File: src/rtl/wb_arb_pkg.sv
// Shared types and constants for the register-file write-port arbiter.
// Widths here size the pending entries and the register-file write port.
package wb_arb_pkg;

  localparam int DATA_W = 32;
  localparam int REG_AW = 5;
  localparam logic [REG_AW-1:0] REG_ZERO = '0;

  typedef struct packed {
    logic              live;
    logic [REG_AW-1:0] addr;
    logic [DATA_W-1:0] data;
  } pend_entry_t;

  typedef enum logic [1:0] {
    GNT_NONE,
    GNT_PIPE,
    GNT_QUEUE
  } grant_e;

endpackage

File: src/rtl/wb_pend_queue.sv
// Pending queue for long-latency results: circular buffer with per-entry live
// bits, kill-by-address for WAW ordering, and two-port RAW address match.
module wb_pend_queue
  import wb_arb_pkg::*;
#(
  parameter int DEPTH = 4
) (
  input  logic                     clk,
  input  logic                     rstn,
  input  logic                     push,
  input  logic [REG_AW-1:0]        push_addr,
  input  logic [DATA_W-1:0]        push_data,
  input  logic                     pop,
  input  logic                     kill_en,
  input  logic [REG_AW-1:0]        kill_addr,
  input  logic [REG_AW-1:0]        rs_addr,
  input  logic [REG_AW-1:0]        rt_addr,
  output pend_entry_t              head,
  output logic [$clog2(DEPTH):0]   count,
  output logic                     full,
  output logic                     empty,
  output logic                     hit_rs,
  output logic                     hit_rt
);

  localparam int PW = $clog2(DEPTH);
  localparam logic [PW:0] FULL_CNT = DEPTH[PW:0];

  logic [PW-1:0]     head_ptr;
  logic [PW-1:0]     tail_ptr;
  logic [REG_AW-1:0] addr_q [DEPTH];
  logic [DATA_W-1:0] data_q [DEPTH];
  logic [DEPTH-1:0]  live_q;

  // NOTE: payload storage has no reset; only live bits and pointers define
  // occupancy, so stale payload is never observed.
  always_ff @(posedge clk) begin
    if (push) begin
      addr_q[tail_ptr] <= push_addr;
      data_q[tail_ptr] <= push_data;
    end
  end

  // NOTE: sequential state is updated with non-blocking assignments only, so
  // later statements below override earlier ones for the same bit.
  always_ff @(posedge clk or negedge rstn) begin
    if (!rstn) begin
      head_ptr <= '0;
      tail_ptr <= '0;
      count    <= '0;
      live_q   <= '0;
    end else begin
      // Kill only hits entries already stored; the incoming entry stays live.
      for (int i = 0; i < DEPTH; i++) begin
        if (kill_en && addr_q[i] == kill_addr) live_q[i] <= 1'b0;
      end
      if (pop) begin
        live_q[head_ptr] <= 1'b0;
        head_ptr         <= head_ptr + 1'b1;
      end
      if (push) begin
        live_q[tail_ptr] <= 1'b1;
        tail_ptr         <= tail_ptr + 1'b1;
      end
      if (push && !pop)      count <= count + 1'b1;
      else if (!push && pop) count <= count - 1'b1;
    end
  end

  assign head  = '{live: live_q[head_ptr], addr: addr_q[head_ptr], data: data_q[head_ptr]};
  assign full  = (count == FULL_CNT);
  assign empty = (count == '0);

  // NOTE: every combinationally written signal gets a default first so no
  // latch is inferred.
  always_comb begin
    hit_rs = 1'b0;
    hit_rt = 1'b0;
    for (int i = 0; i < DEPTH; i++) begin
      if (live_q[i] && addr_q[i] == rs_addr) hit_rs = 1'b1;
      if (live_q[i] && addr_q[i] == rt_addr) hit_rt = 1'b1;
    end
    if (rs_addr == REG_ZERO) hit_rs = 1'b0;
    if (rt_addr == REG_ZERO) hit_rt = 1'b0;
  end

endmodule

File: src/rtl/wb_port_arbiter.sv
// Register-file write-port arbiter: pipeline writeback wins, long-latency
// results queue and drain when the port is free. WB_ARB_BYPASS_EN adds a direct path.
module wb_port_arbiter
  import wb_arb_pkg::*;
#(
  parameter int DEPTH      = 4,
  parameter int STARVE_MAX = 8
) (
  input  logic                   clk,
  input  logic                   rstn,
  input  logic                   pipe_wr_en,
  input  logic [REG_AW-1:0]      pipe_wr_addr,
  input  logic [DATA_W-1:0]      pipe_wr_data,
  input  logic                   lu_valid,
  input  logic [REG_AW-1:0]      lu_addr,
  input  logic [DATA_W-1:0]      lu_data,
  output logic                   lu_ready,
  input  logic [REG_AW-1:0]      rs_addr,
  input  logic [REG_AW-1:0]      rt_addr,
  output logic                   pend_hazard_rs,
  output logic                   pend_hazard_rt,
  output logic                   stall_req,
  output logic                   rf_we,
  output logic [REG_AW-1:0]      rf_waddr,
  output logic [DATA_W-1:0]      rf_wdata,
  output logic [$clog2(DEPTH):0] pend_cnt,
  output logic                   proto_err
);

  localparam int SW = $clog2(STARVE_MAX) + 1;
  localparam logic [SW-1:0] STARVE_LAST = SW'(STARVE_MAX - 1);

  grant_e            grant;
  pend_entry_t       q_head;
  logic              q_full, q_empty;
  logic              pipe_go, lu_keep, push, pop, blocked, bypass;
  logic              we_d;
  logic [REG_AW-1:0] waddr_d;
  logic [DATA_W-1:0] wdata_d;
  logic [SW-1:0]     starve_cnt;

  assign pipe_go  = pipe_wr_en && (pipe_wr_addr != REG_ZERO);
  assign lu_ready = !q_full;
  // $0 handshakes complete but carry nothing worth writing.
  assign lu_keep  = lu_valid && lu_ready && (lu_addr != REG_ZERO);

  always_comb begin
    grant = GNT_NONE;
    if (pipe_go)       grant = GNT_PIPE;
    else if (!q_empty) grant = GNT_QUEUE;
  end

`ifdef WB_ARB_BYPASS_EN
  assign bypass = (grant == GNT_NONE) && lu_keep;
`else
  assign bypass = 1'b0;
`endif

  assign push    = lu_keep && !bypass;
  assign pop     = (grant == GNT_QUEUE);
  assign blocked = !q_empty && (grant == GNT_PIPE);

  always_comb begin
    we_d    = 1'b0;
    waddr_d = pipe_wr_addr;
    wdata_d = pipe_wr_data;
    case (grant)
      GNT_PIPE:  we_d = 1'b1;
      GNT_QUEUE: begin
        we_d    = q_head.live;
        waddr_d = q_head.addr;
        wdata_d = q_head.data;
      end
      default: begin
        we_d    = bypass;
        waddr_d = lu_addr;
        wdata_d = lu_data;
      end
    endcase
  end

  wb_pend_queue #(.DEPTH(DEPTH)) u_queue (
    .clk       (clk),
    .rstn      (rstn),
    .push      (push),
    .push_addr (lu_addr),
    .push_data (lu_data),
    .pop       (pop),
    .kill_en   (grant == GNT_PIPE),
    .kill_addr (pipe_wr_addr),
    .rs_addr   (rs_addr),
    .rt_addr   (rt_addr),
    .head      (q_head),
    .count     (pend_cnt),
    .full      (q_full),
    .empty     (q_empty),
    .hit_rs    (pend_hazard_rs),
    .hit_rt    (pend_hazard_rt)
  );

  always_ff @(posedge clk or negedge rstn) begin
    if (!rstn) begin
      starve_cnt <= '0;
      stall_req  <= 1'b0;
      proto_err  <= 1'b0;
      rf_we      <= 1'b0;
      rf_waddr   <= '0;
      rf_wdata   <= '0;
    end else begin
      stall_req <= 1'b0;
      if (blocked) begin
        if (starve_cnt == STARVE_LAST) begin
          starve_cnt <= '0;
          stall_req  <= 1'b1;
        end else begin
          starve_cnt <= starve_cnt + 1'b1;
        end
      end else begin
        starve_cnt <= '0;
      end
      if (pipe_wr_en && stall_req) proto_err <= 1'b1;
      rf_we <= we_d;
      if (we_d) begin
        rf_waddr <= waddr_d;
        rf_wdata <= wdata_d;
      end
    end
  end

endmodule

File: config.mk
export PLATFORM = sky130hd
export DESIGN_NAME = wb_port_arbiter
export DESIGN_NICKNAME = d
export VERILOG_FILES = /design/src/rtl/wb_arb_pkg.sv /design/src/rtl/wb_pend_queue.sv /design/src/rtl/wb_port_arbiter.sv
export SDC_FILE = /design/constraint.sdc
export NUM_CORES = 1
export LEC_CHECK = 0
export CAP_MARGIN = 20
export CORE_AREA = 2 2 153 155
export CTS_BUF_LIST = sky130_fd_sc_hd__clkbuf_16
export DETAILED_ROUTE_END_ITERATION = 10
export DIE_AREA = 0 0 155 157
export SLEW_MARGIN = 5
export SYNTH_ARGS = -nofsm -noshare
export SYNTH_HDL_FRONTEND = slang
export SYNTH_HIERARCHICAL = 1
export SYNTH_SLANG_ARGS = --single-unit
export TNS_END_PERCENT = 10
File: constraint.sdc
create_clock -name clk -period 7 [get_ports clk]
set_input_delay 0.7 -clock clk [delete_from_list [all_inputs] [get_ports clk]]
set_output_delay 0.7 -clock clk [all_outputs]
set_load 0.05 [all_outputs]
==> reports/qor.yml, run 1 <==
outcome: "completed"
cpMaxStageDelayCell: "or4_4"
synth_area_leaders: "edfxtp_1 50%, dfrtp_1 15%, mux4_2 9.6%, mux2_2 8.1%, xor2_1 5.1%"
path_cells: "clkdlybuf4s50_1 > or4_4 > o21ai_4 > buf_4 > inv_2 > nor2_1 > inv_1 > ha_1 > inv_1 > fa_1 > mux2_2"
area_growth_pct: 24.6
clk-insertion-delay-late_ns: 0.51
cts_buffers: 22
fillers: 1897
vias: 4813
place_ws_ns: 2.59
num_antenna_cells: 0
place.gp.congestion: 0.903
fp.dieH_um: 157
max-vdd-ir-drop_v: 0.000251
placed_area_um2: 10400
cts_resized: 0
yosys.area.top_type: "edfxtp_1"
crit_top_cell: "inv_1"
crit_fanout: 39
fin_ws_ns: 3.10
cp.required_ns: 7.38
fin_setup_tns_ns: 0
cellPowerDensity_nw_per_um2: 439
period_share_pct: 55.7
layout-drive-gt1-share_pct: 24.0
drv_slew: 0
drtPass1Iterations: 4
yosysMostFrequentCell: "edfxtp_1"
cts_root_buffer: "clkbuf_16"
fin_nets: 737
die-width_um: 155
max-clock-path-buffers: 3
fmax_ghz: 0.257
synth_nets: 601
finalInstanceArea_um2: 11100
portBuffers: 133
grt_max_degree: 56
syn_inst: 502
synthTopCellsByCount: "148 x edfxtp_1, 64 x mux2_2, 55 x dfrtp_1, 52 x xor2_1, 38 x mux4_2"
synth_edf_count: 148
hp-class: "input port to asynchronous set/reset pin"
cap_viol_max_count: 0
cts_setup_buffers: 0
drc_errors: 0
grt_usage_pct: 16.5
syn_avg_cell_area_um2: 17.8
drtIter0Drc: 234
async_reset_ff_share_pct: 27.1
startpoint_type: "input port"
ys_ff_latch: 203
antenna_found_initial: 0
clkSinkCount: 203
fp-row-count: 55
finalSetupViolations: 0
overflow: 0
vias_per_cell: 5.13
ys_seq_area_share_pct: 65.2
synth-main-ff-cell: "edfxtp_1"
grt_pass1_vias: 5310
synth_cell_types: 38
grt_pass1_wl_mm: 30.6
core_area_um2: 22500
wirelength_mm: 19.4
skew_ns: 0.0221
wl_per_cell_um: 20.7
h-tree-depth: 1
cts_tree: "done"
path_class: "input port to flop"
yosysTopAreaCellShare_pct: 49.8
max_stage_delay_ns: 0.62
final-hold-violation-count: 0
holdBufCountCts: 0
worstMarginPinSlew_ns: 0.854
arrival_ns: 4.27
initial_core_util_pct: 39.6
rsz0062_at_grt: "false"
critPathCaptureType: "flop"
p_leak_nw: 3.96
clk_pin_slew_ns: 0.06
synthesis.area_um2: 8920
yosys_warnings: 6
pin_count: 134
dieArea_um2: 24300
ant_nets: 0
relSlewSlack_pct: 43.0
hpwlAfterDp_mm: 12.7
period_needed_ns: 3.90
critical path, delay by kind of cell:
kind | cells | cell delay [ns]
fa+ha+maj | 2 | 0.65
buf+inv | 5 | 1.45
mux | 1 | 0.27
compound gates | 1 | 0.12
simple gates | 2 | 1.07
where the power goes:
part           total (mW)  switching [mW]  internal [mW]
Combinational        1.98            1.04          0.940
Sequential           1.87           0.240           1.63
Clock                1.02           0.444          0.574
Total                4.87            1.73           3.15
per-layer routing:
layer,vias up,global-route usage [%],share of wire (%)
li1,2199,-,-
met1,2446,21.3,42
met2,135,28.3,50
met3,33,3.06,5.3
met4,0,5.42,2.3
met5,-,0,0
metrics by stage:
stage          utilization [%]  hold WS [ns]  cells  power, mW
2_1_floorplan                -         0.404    502       3.27
3_5_place_dp              46.4         0.465    898       3.90
4_1_cts                   49.3         0.389    938       4.93
3_3_place_gp              46.4         0.443    898       3.86
6_report                  49.4         0.364    939       4.87
5_1_grt                   49.4         0.424    939       5.16
sequential cells by signal, summed over array words and instances, names as in the netlist:
| signal | count |
|---|---|
| stall_req | 1 |
| u_queue/count | 3 |
| u_queue/tail_ptr | 2 |
| starve_cnt | 4 |
| u_queue/live_q | 4 |
| rf_wdata | 32 |
| u_queue/head_ptr | 2 |
| rf_we | 1 |
| rf_waddr | 5 |
| u_queue/addr_q | 20 |
| proto_err | 1 |
| u_queue/data_q | 128 |
final timing paths:
path | from | endpoint | slack (ns) | cells past startpoint
min in group clk | proto_err | proto_err | 0.48 | 1
setup / recovery | pipe_wr_addr[1] | u_queue/count[1] | 3.10 | 11
setup reg to reg | u_queue/head_ptr[0] | rf_wdata[2] | 3.91 | 5
hold / removal | rstn | rf_wdata[26] | 0.36 | 2
hold reg to reg | proto_err | proto_err | 0.48 | 1
max in group asynchronous | rstn | u_queue/head_ptr[0] | 6.06 | 2
cell usage in the layout (no fill, tap or decap), types with 3 or more instances in the layout:
master and n:
xor2_1 52, buf_4 7, nor2_1 4, nand3_1 13, mux2i_1 4, mux2_4 3
nor4_1 14, and2_2 4, mux2_2 64, clkbuf_16 22, xnor2_1 14, clkinv_1 3
clkdlybuf4s50_1 132, o21ai_1 3, a31o_1 4, dfrtp_1 53, nor3_1 3, nand2_1 12
clkinv_2 8, inv_1 11, mux4_2 38, edfxtp_1 148, ha_1 10
kinds of logic after synthesis:
family / count (synthesis) / synth area share, %
flops: 203 / 65.2
mux: 109 / 18.6
xor+xnor: 66 / 6.48
simple gates: 59 / 3.58
buf+inv: 37 / 2.94
compound gates: 17 / 1.51
fa+ha+maj: 11 / 1.63
cell type report:
class | instances | area [µm²] | area share, %
well taps | 285 | 357 | 3.21
inverters | 8 | 30.0 | 0.270
flip-flops and latches | 203 | 5830 | 52.4
clock inverters | 18 | 97.6 | 0.878
multi-input cells | 262 | 2850 | 25.6
repair buffers | 141 | 1410 | 12.7
clock buffers | 22 | 551 | 4.95
(Power assumes the default switching activity.)
==> run 2, diff against run 1 <==
- clock period: 7 -> 4 ns (I/O delays scaled with it)
==> reports/qor.yml, run 2 (synthesis gave the netlist of run 1 again) <==
drtIter0Drc: 237  # +1.3%
period_share_pct: 78.5
most-common-layout-cells: "148 x edfxtp_1, 132 x clkdlybuf4s50_1, 64 x mux2_2"
core_area_um2: 22500  # unchanged
skew_ns: 0.00702  # -0.0151 ns
combinationalPowerShare_pct: 42.1  # +1.4 points
hp-class: "input port to asynchronous set/reset pin"
grt_pass1_vias: 5198  # -2.1%
initial_core_util_pct: 39.6  # unchanged
vias: 4877  # +1.3%
fillers: 1862  # -1.8%
p_leak_nw: 4.01  # +1.4%
cts_buffers: 22  # unchanged
final_cells: 943  # +0.43%
final_common_cell: "edfxtp_1"
grt_max_degree: 42  # -25%
clockPowerShare_pct: 21.4  # +0.5 points
total_power_mw: 8.64  # +77%
startpoint_type: "flop"
path_class: "flop to output pin"
max-vdd-ir-drop_v: 0.000482  # +92%
clk_pin_slew_ns: 0.06  # about the same
hpwlAfterDp_mm: 12.2  # -3.7%
p_sw_share_pct: 35.2  # -0.24 points
overflow: 0  # unchanged
p_int_mw: 5.60  # +78%
arrival_ns: 2.74  # -1.53 ns
fmax_ghz: 0.318
finalSetupViolations: 0  # unchanged
clk-insertion-delay-late_ns: 0.50  # about the same
ant_nets: 0  # unchanged
clkSinkCount: 203  # unchanged
vias_per_cell: 5.17  # +0.90%
fp-row-count: 55  # unchanged
final-hold-violation-count: 0  # unchanged
wl_per_cell_um: 20.5  # -0.67%
h-tree-depth: 1  # unchanged
rsz0062_at_grt: "false"
dieArea_um2: 24300  # unchanged
fp.dieH_um: 157  # unchanged
seq_area_um2: 5830  # unchanged
drv_slew: 0  # unchanged
cap_viol_max_count: 0  # unchanged
drc_errors: 0  # unchanged
worstMarginPinSlew_ns: 0.839  # -0.0154 ns
dp_cells: 900  # +0.22%
num_antenna_cells: 0  # unchanged
place.gp.congestion: 0.913  # +1.2%
max-clock-path-buffers: 3  # unchanged
relSlewSlack_pct: 44.1  # +1.0 points
cellPowerDensity_nw_per_um2: 770  # +76%
portBuffers: 133  # unchanged
p_switching_mw: 3.04  # +76%
fin_nets: 741  # +0.54%
period_needed_ns: 3.14
grt_usage_pct: 16.0  # -0.44 points
pin_count: 134  # unchanged
cts_setup_buffers: 0  # unchanged
largest_register_ffs: 128  # unchanged
grt_pass1_wl_mm: 29.7  # -2.9%
reg_top3: "u_queue/data_q x128, rf_wdata x32, u_queue/addr_q x20"
die-width_um: 155  # unchanged
fin_setup_tns_ns: 0  # unchanged
wirelength_mm: 19.4  # -0.25%
cp.required_ns: 3.60  # -3.78 ns
cts_tree: "done"
regMostFlops: "u_queue/data_q"
antenna_found_initial: 0  # unchanged
crit_fanout: 4  # -90%
critPathCaptureType: "output pin"
pwr-share-seq_pct: 36.5  # -1.9 points
multi_input_area_um2: 2850  # unchanged
layout-drive-gt1-share_pct: 23.4  # -0.60 points
drtPass1Iterations: 4  # unchanged
area_growth_pct: 25.7
cts_root_buffer: "clkbuf_16"
outcome: "completed"
run 2: changes by cell type in the layout (fill, tap and decap cells not counted), sizes merged:
cell         change
inv              +6
clkinv           -5
buf              +3
clkinvlp         -2
bufinv           +1
dlygate4sd3      +1
run 2: power groups by stage:
stage	Sequential (mW)	Combinational, mW	Clock (mW)
after global placement	3.18	3.59	0
final	3.15	3.64	1.85
after global routing	3.21	3.88	1.99
after CTS	3.16	3.68	1.92
after floorplan	3.86	1.87	0
after detailed placement	3.20	3.67	0
run 2: area by class of cell:
class                   instances  area share, %
well taps                     285           3.18
clock inverters                18           1.02
multi-input cells             262           25.4
flip-flops and latches        203           52.0
clock buffers                  22           4.91
repair buffers                145           13.3
inverters                       8          0.268
run 2: path summary, 6_finish.rpt:
kind | from | to | slack, ns | cells past startpoint
max | u_queue/addr_q[2][4] | pend_hazard_rt | 0.86 | 6
max in group asynchronous | rstn | u_queue/head_ptr[0] | 2.59 | 3
min in group clk | proto_err | proto_err | 0.47 | 1
max reg2reg | u_queue/live_q[3] | rf_wdata[6] | 1.56 | 5
min | rstn | rf_wdata[26] | 0.46 | 2
min reg2reg | proto_err | proto_err | 0.47 | 1
run 2: per-stage QoR:
step	hold WS [ns]	worst slack, ns	instance area [µm²]	util [%]
after floorplan	0.104	1.13	8920	-
after global placement	0.440	0.843	10500	46.4
after detailed placement	0.458	0.798	10500	46.6
after CTS	0.470	0.845	11200	49.6
after global routing	0.483	0.659	11200	49.8
final	0.457	0.859	11200	49.8
run 2: repair_timing:
item                                   CTS  global route
gates resized for setup                  0             0
hold buffers                             1             0
endpoints found under the hold margin   22             0
run 2: critical path, cell delays in order, from the launching register on:
cell	delay, ns
edfxtp_1	0.53
xor2_1	0.22
nor4_1	0.35
nand3_1	0.11
nand4_1	0.12
o21a_1	0.13
clkdlybuf4s50_1	0.80
run 2: metal layers:
layer	GRT usage (%)	part of all wire (%)	vias up
met5	0	0	-
met4	5.42	2.7	0
met3	3.08	5.6	39
met2	27.5	49	161
met1	20.6	42	2466
li1	-	-	2211
==> run 3, diff against run 2 <==
- clock period: 4 -> 3.1 ns (I/O delays scaled with it)
==> reports/qor.yml, run 3 (synthesis gave the netlist of run 1 again) <==
outcome: "completed"
pin_count: 134  # unchanged
fin_ws_ns: 0.444  # -0.415 ns
rrSetupSlack_ns: 0.86  # -0.70 ns
area_growth_pct: 26.1
relSlewSlack_pct: 46.0  # +1.9 points
fp-row-count: 55  # unchanged
final-hold-violation-count: 0  # unchanged
finalInstanceArea_um2: 11300  # +0.37%
hpwlAfterDp_mm: 12.3  # +0.59%
vias_per_cell: 5.12  # -0.91%
drv_slew: 0  # unchanged
die-width_um: 155  # unchanged
portBuffers: 133  # unchanged
drtIter0Drc: 211  # -11%
ant_nets: 0  # unchanged
overflow: 0  # unchanged
fin_util_pct: 50.0  # +0.18 points
total_power_mw: 11.2  # +30%
critPathCaptureType: "output pin"
fp.dieH_um: 157  # unchanged
cts_buffers: 21  # -4.5%
fmax_ghz: 0.377
h-tree-depth: 1  # unchanged
num_antenna_cells: 0  # unchanged
crit_fanout: 4  # unchanged
fin_nets: 746  # +0.67%
startpoint_type: "flop"
largest_register_ffs: 128  # unchanged
hp-class: "input port to asynchronous set/reset pin"
fin_setup_tns_ns: 0  # unchanged
cts_setup_buffers: 0  # unchanged
placed_area_um2: 10500  # about the same
dp_cells: 905  # +0.56%
max-clock-path-buffers: 3  # unchanged
clk_pin_slew_ns: 0.06  # about the same
cap_viol_max_count: 0  # unchanged
initial_core_util_pct: 39.6  # unchanged
layout-drive-gt1-share_pct: 24.8  # +1.4 points
hold_ws_ns: 0.00439  # -0.452 ns
final_common_cell: "edfxtp_1"
p_leak_nw: 4.05  # +0.89%
arrival_ns: 2.35  # -0.39 ns
cts_tree: "done"
antenna_found_initial: 0  # unchanged
skew_ns: 0.0160  # +0.00901 ns
vias: 4853  # -0.49%
place_ws_ns: 0.224  # -0.574 ns
finalSetupViolations: 0  # unchanged
drc_errors: 0  # unchanged
wl_per_cell_um: 20.3  # -1.3%
core_area_um2: 22500  # unchanged
period_share_pct: 85.7
grt_usage_pct: 15.9  # -0.14 points
wirelength_mm: 19.2  # -0.83%
most-common-layout-cells: "148 x edfxtp_1, 130 x clkdlybuf4s50_1, 64 x mux2_2"
grt_pass1_wl_mm: 29.6  # -0.58%
clkSinkCount: 203  # unchanged
rsz0062_at_grt: "false"
reg_top3: "u_queue/data_q x128, rf_wdata x32, u_queue/addr_q x20"
cp.required_ns: 2.79  # -0.81 ns
grt_pass1_vias: 5274  # +1.5%
period_needed_ns: 2.66
regMostFlops: "u_queue/data_q"
drtPass1Iterations: 4  # unchanged
dieArea_um2: 24300  # unchanged
grt_max_degree: 56  # +33%
max-vdd-ir-drop_v: 0.000524  # +8.7%
place.gp.congestion: 0.794  # -13%
path_class: "flop to output pin"
worstMarginPinSlew_ns: 0.811  # -0.0283 ns
cts_root_buffer: "clkbuf_16"
cellPowerDensity_nw_per_um2: 994  # +29%
final_cells: 947  # +0.42%
clk-insertion-delay-late_ns: 0.49  # about the same
[run 3: cell count changes in the layout (fill, tap and decap cells not counted), moves of 2 or more]
| cell | before | now |
|---|---|---|
| buf_4 | 6 | 15 |
| clkdlybuf4s50_1 | 132 | 130 |
| clkinv_2 | 2 | 0 |
| inv_1 | 16 | 11 |
| inv_2 | 1 | 3 |
[run 3: final cells by class]
class	instances	area, µm²
fillers	1877	11200
flip-flops and latches	203	5830
multi-input cells	262	2850
repair buffers	151	1520
clock buffers	22	551
well taps	285	357
clock inverters	16	125
inverters	8	30.0
[run 3: power by group]
group | total (mW) | leakage (nW) | switching (mW) | internal [mW]
Clock | 2.43 | 0.350 | 0.979 | 1.45
Sequential | 4.10 | 2.01 | 0.411 | 3.69
Combinational | 4.66 | 1.69 | 2.50 | 2.16
Total | 11.2 | 4.05 | 3.89 | 7.30
[run 3: layer usage]
layer / track usage, % / part of all wire, % / up-vias
met2: 28.1 / 50 / 147
met5: 0 / 0 / -
met1: 20.1 / 42 / 2460
li1: - / - / 2215
met4: 4.63 / 1.9 / 0
met3: 2.95 / 5.7 / 31
[run 3: timing repair]
| item | 4_1_cts | 5_1_grt |
|---|---|---|
| hold buffers | 0 | 0 |
| endpoints found under the setup margin | 0 | 1 |
| resized for setup | 0 | 1 |
[run 3: worst paths after layout]
path | from | to | depth (start not counted)
max | u_queue/addr_q[1][1] | pend_hazard_rs | 6
min | rstn | rf_wdata[18] | 2
max reg2reg | u_queue/head_ptr[0] | rf_wdata[20] | 5
min reg2reg | proto_err | proto_err | 1
max in group asynchronous | rstn | u_queue/head_ptr[0] | 2
min in group clk | pipe_wr_data[5] | rf_wdata[5] | 2
[run 3: critical path: stages (launching register included)]
cell            delay, ns
edfxtp_1             0.55
xor2_1               0.22
nor4_1               0.32
nand3_1              0.12
nand4_1              0.12
o21a_1               0.12
dlymetal6s2s_1       0.41
